<file path="src/rtl/fetch_pkg.sv">
// Shared widths, reset address and the buffered fetch entry type for the
// instruction fetch queue.
package fetch_pkg;

   localparam int unsigned ADDR_W = 16;
   localparam int unsigned DATA_W = 32;

   localparam logic [ADDR_W-1:0] RESET_PC_DEF = 16'h0000;

   typedef struct packed {
      logic [ADDR_W-1:0] pc;
      logic [DATA_W-1:0] instr;
   } fetch_entry_t;

   // Word-address increment; wraps modulo 2^ADDR_W
   function automatic logic [ADDR_W-1:0] pc_inc(input logic [ADDR_W-1:0] pc);
      return pc + ADDR_W'(1);
   endfunction

endpackage

</file>
<file path="src/rtl/instr_fetch_queue_if.sv">
// Memory fetch port and decode-side valid/ready handshake of the fetch queue.
// master = fetch queue, slave = RAM controller / decode environment.
interface instr_fetch_queue_if;
   import fetch_pkg::*;

   logic              mem_grant;
   logic              mem_rd_en;
   logic [ADDR_W-1:0] mem_addr;
   logic [DATA_W-1:0] mem_rdata;

   logic              instr_valid;
   logic [DATA_W-1:0] instr_out;
   logic [ADDR_W-1:0] instr_pc;
   logic              instr_ready;

   modport master (
      input  mem_grant,
      input  mem_rdata,
      input  instr_ready,
      output mem_rd_en,
      output mem_addr,
      output instr_valid,
      output instr_out,
      output instr_pc
   );

   modport slave (
      output mem_grant,
      output mem_rdata,
      output instr_ready,
      input  mem_rd_en,
      input  mem_addr,
      input  instr_valid,
      input  instr_out,
      input  instr_pc
   );

endinterface

</file>
<file path="src/rtl/fetch_fifo.sv">
// Synchronous DEPTH-entry FIFO of fetch entries with flush; the head entry is
// visible combinationally.
module fetch_fifo
   import fetch_pkg::*;
#(
   parameter int unsigned DEPTH = 4,
   localparam int unsigned PTR_W = $clog2(DEPTH),
   localparam int unsigned CNT_W = $clog2(DEPTH) + 1
) (
   input  logic             clk,
   input  logic             i_reset,
   input  logic             i_flush,
   input  logic             i_push,
   input  fetch_entry_t     i_push_data,
   input  logic             i_pop,
   output fetch_entry_t     o_head,
   output logic [CNT_W-1:0] o_count,
   output logic             o_empty,
   output logic             o_full
);

   fetch_entry_t     r_mem [DEPTH];
   logic [PTR_W-1:0] r_wr_ptr;
   logic [PTR_W-1:0] r_rd_ptr;
   logic [CNT_W-1:0] r_count;

   logic w_pop;
   logic w_push;

   assign o_empty = (r_count == '0);
   assign o_full  = (r_count == CNT_W'(DEPTH));
   assign o_count = r_count;
   assign o_head  = r_mem[r_rd_ptr];

   assign w_pop  = i_pop & ~o_empty & ~i_reset & ~i_flush;
   assign w_push = i_push & (~o_full | w_pop) & ~i_reset & ~i_flush;

   // Entry storage needs no reset; validity is tracked by the count
   always_ff @(posedge clk) begin
      if (w_push) begin
         r_mem[r_wr_ptr] <= i_push_data;
      end
   end

   always_ff @(posedge clk) begin
      if (i_reset || i_flush) begin
         r_wr_ptr <= '0;
         r_rd_ptr <= '0;
         r_count  <= '0;
      end else begin
         if (w_push) begin
            r_wr_ptr <= r_wr_ptr + PTR_W'(1);
         end
         if (w_pop) begin
            r_rd_ptr <= r_rd_ptr + PTR_W'(1);
         end
         r_count <= r_count + CNT_W'(w_push) - CNT_W'(w_pop);
      end
   end

endmodule

</file>
<file path="src/rtl/instr_fetch_queue.sv">
// Instruction fetch stage: owns the fetch PC, issues sequential reads when
// granted, buffers PC-tagged words for decode. FETCH_PERF_EN adds a stall counter.
module instr_fetch_queue
   import fetch_pkg::*;
#(
   parameter int unsigned       DEPTH    = 4,
   parameter logic [ADDR_W-1:0] RESET_PC = RESET_PC_DEF
) (
   input  logic                clk,
   input  logic                reset,
   instr_fetch_queue_if.master bus,
   input  logic                redirect_valid,
   input  logic [ADDR_W-1:0]   redirect_pc
`ifdef FETCH_PERF_EN
   ,
   output logic [15:0]         fetch_stall_cnt
`endif
);

   localparam int unsigned CNT_W  = $clog2(DEPTH) + 1;
   localparam int unsigned CRED_W = CNT_W + 1;

   logic [ADDR_W-1:0] r_pc;
   logic [ADDR_W-1:0] r_pc_q;
   logic              r_inflight;

   logic              w_credit_ok;
   logic              w_issue;
   logic              w_push;
   logic              w_pop;
   logic              w_empty;
   logic              w_full;
   logic [CNT_W-1:0]  w_count;
   fetch_entry_t      w_head;
   fetch_entry_t      w_push_data;

   // A slot must stay reserved for the word already in flight
   assign w_credit_ok = (CRED_W'(w_count) + CRED_W'(r_inflight)) < CRED_W'(DEPTH);
   assign w_issue     = bus.mem_grant & ~redirect_valid & ~reset & w_credit_ok;

   assign bus.mem_rd_en = w_issue;
   assign bus.mem_addr  = r_pc;

   // A response landing in a redirect or reset cycle is dropped
   assign w_push      = r_inflight & ~redirect_valid & ~reset;
   assign w_push_data = '{pc: r_pc_q, instr: bus.mem_rdata};
   assign w_pop       = ~w_empty & bus.instr_ready;

   always_ff @(posedge clk) begin
      if (reset) begin
         r_pc       <= RESET_PC;
         r_pc_q     <= RESET_PC;
         r_inflight <= 1'b0;
      end else begin
         r_inflight <= w_issue;
         if (redirect_valid) begin
            r_pc <= redirect_pc;
         end else if (w_issue) begin
            r_pc   <= pc_inc(r_pc);
            r_pc_q <= r_pc;
         end
      end
   end

   fetch_fifo #(
      .DEPTH (DEPTH)
   ) u_fifo (
      .clk         (clk),
      .i_reset     (reset),
      .i_flush     (redirect_valid),
      .i_push      (w_push),
      .i_push_data (w_push_data),
      .i_pop       (w_pop),
      .o_head      (w_head),
      .o_count     (w_count),
      .o_empty     (w_empty),
      .o_full      (w_full)
   );

   // Head is forced to zero while the queue is empty
   assign bus.instr_valid = ~w_empty;
   assign bus.instr_out   = w_empty ? '0 : w_head.instr;
   assign bus.instr_pc    = w_empty ? '0 : w_head.pc;

`ifdef FETCH_PERF_EN
   logic [15:0] r_stall_cnt;

   // Saturating count of cycles with nothing to hand to decode
   always_ff @(posedge clk) begin
      if (reset || redirect_valid) begin
         r_stall_cnt <= '0;
      end else if (w_empty && (r_stall_cnt != 16'hFFFF)) begin
         r_stall_cnt <= r_stall_cnt + 16'd1;
      end
   end

   assign fetch_stall_cnt = r_stall_cnt;
`endif

endmodule

</file>
<file path="src/flat_wrapper.sv">
// flat-port wrapper written by rule: the top's interface ports become plain ports
module instr_fetch_queue_flat import fetch_pkg::*;
#(
   parameter int unsigned       DEPTH    = 4,
   parameter logic [ADDR_W-1:0] RESET_PC = RESET_PC_DEF
)
  (clk, reset, redirect_valid, redirect_pc, bus_mem_grant, bus_mem_rdata, bus_instr_ready, bus_mem_rd_en, bus_mem_addr, bus_instr_valid, bus_instr_out, bus_instr_pc);
  instr_fetch_queue_if bus_i ();
  input  logic clk;
  input  logic reset;
  input  logic redirect_valid;
  input  logic [ADDR_W-1:0] redirect_pc;
  input wire logic [$bits(bus_i.mem_grant)-1:0] bus_mem_grant;
  input wire logic [$bits(bus_i.mem_rdata)-1:0] bus_mem_rdata;
  input wire logic [$bits(bus_i.instr_ready)-1:0] bus_instr_ready;
  output wire logic [$bits(bus_i.mem_rd_en)-1:0] bus_mem_rd_en;
  output wire logic [$bits(bus_i.mem_addr)-1:0] bus_mem_addr;
  output wire logic [$bits(bus_i.instr_valid)-1:0] bus_instr_valid;
  output wire logic [$bits(bus_i.instr_out)-1:0] bus_instr_out;
  output wire logic [$bits(bus_i.instr_pc)-1:0] bus_instr_pc;
  assign bus_i.mem_grant = bus_mem_grant;
  assign bus_i.mem_rdata = bus_mem_rdata;
  assign bus_i.instr_ready = bus_instr_ready;
  assign bus_mem_rd_en = bus_i.mem_rd_en;
  assign bus_mem_addr = bus_i.mem_addr;
  assign bus_instr_valid = bus_i.instr_valid;
  assign bus_instr_out = bus_i.instr_out;
  assign bus_instr_pc = bus_i.instr_pc;
  instr_fetch_queue #(.DEPTH(DEPTH), .RESET_PC(RESET_PC)) u_core (.clk(clk), .reset(reset), .bus(bus_i), .redirect_valid(redirect_valid), .redirect_pc(redirect_pc));
endmodule
</file>
<file path="config.mk">
export PLATFORM = sky130hd
export DESIGN_NAME = instr_fetch_queue_flat
export DESIGN_NICKNAME = d
export VERILOG_FILES = /design/src/rtl/fetch_pkg.sv /design/src/rtl/instr_fetch_queue_if.sv /design/src/rtl/fetch_fifo.sv /design/src/rtl/instr_fetch_queue.sv /design/src/flat_wrapper.sv
export SDC_FILE = /design/constraint.sdc
export NUM_CORES = 1
export LEC_CHECK = 0
export CAP_MARGIN = 20
export CORE_ASPECT_RATIO = 0.7
export CORE_MARGIN = 4
export CORE_UTILIZATION = 45
export CTS_CLUSTER_SIZE = 10
export DETAILED_ROUTE_END_ITERATION = 6
export PLACE_DENSITY_LB_ADDON = 0.25
export SLEW_MARGIN = 20
export SYNTH_ARGS = -nofsm -noshare
export SYNTH_HDL_FRONTEND = slang
export SYNTH_SLANG_ARGS = --single-unit
</file>
<file path="constraint.sdc">
create_clock -name clk -period 6.9 [get_ports clk]
set_input_delay 1.38 -clock clk [delete_from_list [all_inputs] [get_ports clk]]
set_output_delay 1.38 -clock clk [all_outputs]
set_load 0.01 [all_outputs]
</file>
# == Word-level counts from Yosys, hierarchy flattened ==
# Memories as Yosys holds them, arrays and structs flattened. A register that Yosys moved wholly into a read port is not among the register bits.
# Cells that the tools add are included.
# totals
ramBits,192
regBits,40
out_inout_bits,66
mem_bits_ro,0
wordCells,44
n_memories,1
latchBits,0
in_bits,53
# classes
reduce_logical,4
addsub,6
eq_ne,1
muxes,8
bitwise,17
n_div,0
n_lt_le_gt_ge,1
shifts,0
n_mul,0
# memory_table
memory,depth,word_bits,read_ports,rd_clocked_by_memory_dff,wr,line,text
u_core.u_fifo.r_mem,4,48,1,1,1,fetch_fifo.sv:22,fetch_entry_t r_mem [DEPTH];
# ops
op,count
2-to-1 mux 16 bit,3
2-to-1 mux 32 bit,1
adder 16 x 1 -> 16 bit (second input constant),1
AND 1 bit,12
adder 2 x 1 -> 2 bit (second input constant),2
adder 3 x 1 -> 4 bit,1
less-than comparator 4 x 3 -> 1 bit (second input constant),1
2-to-1 mux 2 bit,2
NOT 1 bit,4
adder 3 x 1 -> 3 bit,1
== test 3 bit (second input constant),1
zero test 3 bit,1
subtractor 3 x 1 -> 3 bit,1
2-to-1 mux 1 bit,2
AND reduction 2 bit,1
nonzero test 2 bit,1
logical OR 1 bit,1
bitwise OR 1 bit,1

# == Depth between registers and ports, before layout ==
# depth
depth_word,12
depth_mapped,11
ltp_nobuf,9

# == By module ==
# From an unflattened synthesis, not the netlist that was laid out.
# unflattened
hier_cells,563
hier_area_um2,9347.7
# by_module_without_submodules
mod,cells_each,area_each_um2,n_inst,seq_area_each_um2
fetch_fifo,303,7410.9,1,5945.7
instr_fetch_queue,260,1936.9,1,660.6

# == Least setup slack after synthesis ==
# Ideal clock, no wire load.
# synth_timing
kind,in2reg
from,in reset
to,mem u_core.u_fifo.r_mem[0][0] (netlist bit) (enable)
required_time_ps,6490
cell_stages,5
path_buffers,2
setup_time_ps,410
path_slack_ps,3260
arrival_ps,3230
path_cell_list,buf_2 > nor2_1 > and3_1 > clkbuf_1 > and2_1
# synth_between
elab_chain_len,9
elab_cells_between_ends,10
classes_between,mux (2); bitwise (8)
# synth_lines
element,line,text
"start, declared",flat_wrapper.sv:10,input logic reset;
NOT 1 bit *,"fetch_fifo.sv:35, fetch_fifo.sv:36, instr_fetch_queue.sv:45",
AND 1 bit (2 in a row),fetch_fifo.sv:35,assign w_pop = i_pop & ~o_empty & ~i_reset & ~i_flush;
bitwise OR 1 bit,fetch_fifo.sv:36,assign w_push = i_push & (~o_full | w_pop) & ~i_reset & ~i_flush;
AND 1 bit,fetch_fifo.sv:36,
AND 1 bit * (2 in a row),fetch_fifo.sv:36,
2-to-1 mux 1 bit *,fetch_fifo.sv:40,if (w_push) begin
2-to-1 mux 1 bit (not written as such) *,fetch_fifo.sv:41,r_mem[r_wr_ptr] <= i_push_data;
"end, declared",fetch_fifo.sv:22,
# Every way passes the cells marked *; elsewhere a longest branch is shown, timed or not.

# == Worst setup path in the final report ==
# layout_timing
from,in bus_mem_grant
to,out bus_mem_rd_en
# layout_between
elab_chain_len,3
# layout_lines
element,line,text
"start, declared",flat_wrapper.sv:13,input wire logic [$bits(bus_i.mem_grant)-1:0] bus_mem_grant;
AND 1 bit (3 in a row),instr_fetch_queue.sv:39,assign w_issue = bus.mem_grant & ~redirect_valid & ~reset & w_credit_ok;
"end, declared",flat_wrapper.sv:16,output wire logic [$bits(bus_i.mem_rd_en)-1:0] bus_mem_rd_en;
# No other way between the ends.

==> impl_metrics.json <==
{
  "ff2ff_setup_slack_ns": 4.40,
  "yosysSeqAreaShare": 0.7074,
  "hpwl_mm": 11.47,
  "reg2reg_depth": 9,
  "cts_resized": 0,
  "cp_max_fo": 32,
  "hold_viol": 0,
  "synth.top_cell.area_share": 0.6174,
  "cellLeakagePower_uw": 0.003745,
  "end_kind": "primary output",
  "worst_setup_path_start_kind": "input pin",
  "cts_buffers": 27,
  "status": "complete, no violations",
  "wl_mm": 19.19,
  "fin_area_um2": 11580,
  "layout_min_cycle_time_ns": 4.564,
  "synth_area_um2": 9339,
  "finalMaxSlewViolations": 0,
  "rsz0062_at_grt": "false",
  "maxCapViolCount": 0,
  "ys_ff_latch": 234,
  "io_pins": 119,
  "dieArea_um2": 23160,
  "num_rows": 43,
  "routed-via-count": 5361,
  "clock_path_buffers": 3,
  "netlist_top_cells_area": "edfxtp_1 62%, mux4_2 12%, dfxtp_1 9.0%, and2_1 3.6%, nand3_1 1.6%",
  "slowest_stage": "clkdlybuf4s50_1",
  "clock-sinks": 234,
  "diodes": 0,
  "path_common_cell": "clkdlybuf4s50_1",
  "antenna_found_initial": 0,
  "grt_usage": 0.1637,
  "period_share": 0.6615,
  "worstMarginPinSlew_ns": 1.004,
  "timing.rr.end": "u_core.u_fifo.o_count[2]",
  "fin_skew_ns": 0.009401,
  "arrival_ns": 3.18,
  "via_per_inst": 5.533,
  "yosys.area.top_type": "edfxtp_1",
  "grt_pass1_wl_mm": 30.39,
  "overflow": 0,
  "whs_endpoint": "u_core.u_fifo.r_mem[2][43]",
  "slowest_delay_ns": 0.56,
  "globalplace.congestion": 0.8145,
  "post-route-util": 0.5753,
  "area_growth_pct": 23.95,
  "hp-start": "u_core.r_pc_q[11]",
  "synth-async-reset-ratio": 0,
  "tns_ns": 0,
  "syn_nets": 618,
  "clk_pin_slew_ns": 0.05,
  "grt_pass1_vias": 5578,
  "fin_total_pwr_uw": 2894,
  "fp.dieW_um": 180.2,
  "synth_edf_count": 192,
  "hold_buffers": 0,
  "portBuffers": 118,
  "postCtsSetupBuffers": 0,
  "htreeDepth": 1,
  "syn_inst": 556,
  "root_buffer": "clkbuf_16",
  "drtAntennaViolNets": 0,
  "slew_headroom": 0.3304,
  "start_util": 0.4641,
  "hold_depth": 0,
  "drive_gt1_frac": 0.1416,
  "placedInstanceArea_um2": 10790,
  "r2r-start": "u_core.u_fifo.o_count[1]",
  "final_nets": 741,
  "coreArea_um2": 20120,
  "setup_viol": 0,
  "drt_iter0_drc": 454,
  "die_y_um": 128.5,
  "clk_latency_ns": 0.51,
  "synth_flop_cell": "edfxtp_1",
  "drt-pass1-iter-count": 4,
  "syn_avg_cell_area_um2": 16.80,
  "grt_max_degree": 52,
  "wl_per_cell_um": 19.81,
  "hp-class": "reg2reg",
  "power_density_nw_per_um2": 250.0,
  "fmax_ghz": 0.2191,
  "critPathKind": "in2out",
  "synth_cell_type_count": 55,
  "tritoncts": "built",
  "ys_warn_count": 0,
  "drc": 0,
  "cp.required_ns": 5.52,
  "irDropWorstVdd_uv": 173.6,
  "crit_chain": "clkdlybuf4s50_1 > and3_1 > a32oi_2 > buf_4 > nor2_1 > clkdlybuf4s50_1"
}
-- sequential cells by signal, indices dropped and copies added, names as in the netlist, named ones only --
register and flops:
u_core.bus.mem_addr 16, u_core.r_inflight 1, u_core.r_pc_q 16, u_core.u_fifo.o_count 3, u_core.u_fifo.r_mem 192, u_core.u_fifo.r_rd_ptr 2
u_core.u_fifo.r_wr_ptr 2
-- routing by layer --
metal | routed length, um | global-route usage
met5 | 0 | 0
met4 | 364 | 0.03689
met2 | 9060 | 0.2623
met3 | 969 | 0.03278
met1 | 8799 | 0.2366
-- worst max path at each step --
stage | startpoint | end | slack [ns]
finish | bus_mem_grant | bus_mem_rd_en | 2.34
global route | bus_mem_grant | bus_mem_rd_en | 2.24
CTS | bus_mem_grant | bus_mem_rd_en | 2.35
detailed placement | bus_mem_grant | bus_mem_rd_en | 2.36
global placement | bus_mem_grant | bus_mem_rd_en | 2.40
floorplan | reset | u_core.u_fifo.r_mem[0][0] | 3.26
-- cells by family after synthesis --
logic type | after synthesis | share of synthesized area
flip-flops | 234 | 0.7074
AND/OR/NAND/NOR | 149 | 0.09110
AO/OA/AOI/OAI | 65 | 0.04649
multiplexers | 49 | 0.1168
buffers and inverters | 45 | 0.02063
adder cells (fa/ha/maj) | 9 | 0.01286
XOR/XNOR | 5 | 0.004690
-- through the flow --
stage	hold WS [ns]	std cells	worst slack (ns)
after floorplan	0.4538	556	3.260
after global routing	0.5235	969	2.244
after detailed placement	0.4943	919	2.357
after global placement	0.4763	919	2.396
after CTS	0.5068	968	2.345
final	0.5045	969	2.336
-- final cells by class --
| class | count | area [um^2] |
|---|---|---|
| fillers | 1593 | 8546 |
| flip-flops and latches | 234 | 6611 |
| multi-input cells | 277 | 2545 |
| repair buffers | 129 | 1284 |
| clock buffers | 48 | 754.5 |
| well taps | 270 | 337.8 |
| inverters | 10 | 37.54 |
| clock inverters | 1 | 6.256 |
-- critical path: cells and delay by family --
kind	cells	cell delay, ns
AOI/OAI and AO/OA	1	0.07
buffers and inverters	3	1.35
and+or+nand+nor	2	0.38
-- Yosys cell counts, drive strengths merged, types with 3 or more instances --
| cell | n |
|---|---|
| mux4 | 48 |
| and3 | 5 |
| or4 | 3 |
| a31oi | 3 |
| or4b | 3 |
| nor2 | 18 |
| dfxtp | 42 |
| a21oi | 19 |
| o21ai | 19 |
| edfxtp | 192 |
| inv | 9 |
| clkbuf | 14 |
| o311ai | 3 |
| buf | 21 |
| ha | 8 |
| nand3 | 30 |
| xnor2 | 3 |
| nand2 | 13 |
| and2 | 54 |
| nor4 | 3 |
| nand4 | 7 |
-- power breakdown --
group / leakage [uW] / switching [uW] / total (uW) / internal, uW
clock: 0.000362 / 510 / 1240 / 731
sequential: 0.00211 / 16.1 / 1550 / 1530
combinational: 0.00127 / 48.3 / 104 / 55.4
total: 0.00374 / 574 / 2890 / 2320
-- placed cells by master, fill, tap and decap left out, types with 2 or more instances in the layout --
master           count
edfxtp_1           192
clkdlybuf4s50_1    118
and2_1              50
mux4_2              48
dfxtp_1             40
nand3_1             30
clkbuf_16           27
clkbuf_1            21
o21ai_0             19
a21oi_1             19
nor2_1              18
nand2_1             12
buf_4               10
inv_1                9
ha_1                 8
nand4_1              7
and2_2               4
and3_1               3
or4b_1               3
xnor2_1              3
nor4_1               3
a31oi_1              3
o311ai_0             3
or4_1                3
or3_1                2
a211oi_1             2
xor2_1               2
o31ai_1              2
a211o_1              2
and3_2               2
and4_1               2
o211a_1              2
a311oi_1             2
a22oi_1              2
nor3_1               2
No activity file was read; power rests on OpenSTA's default activity.
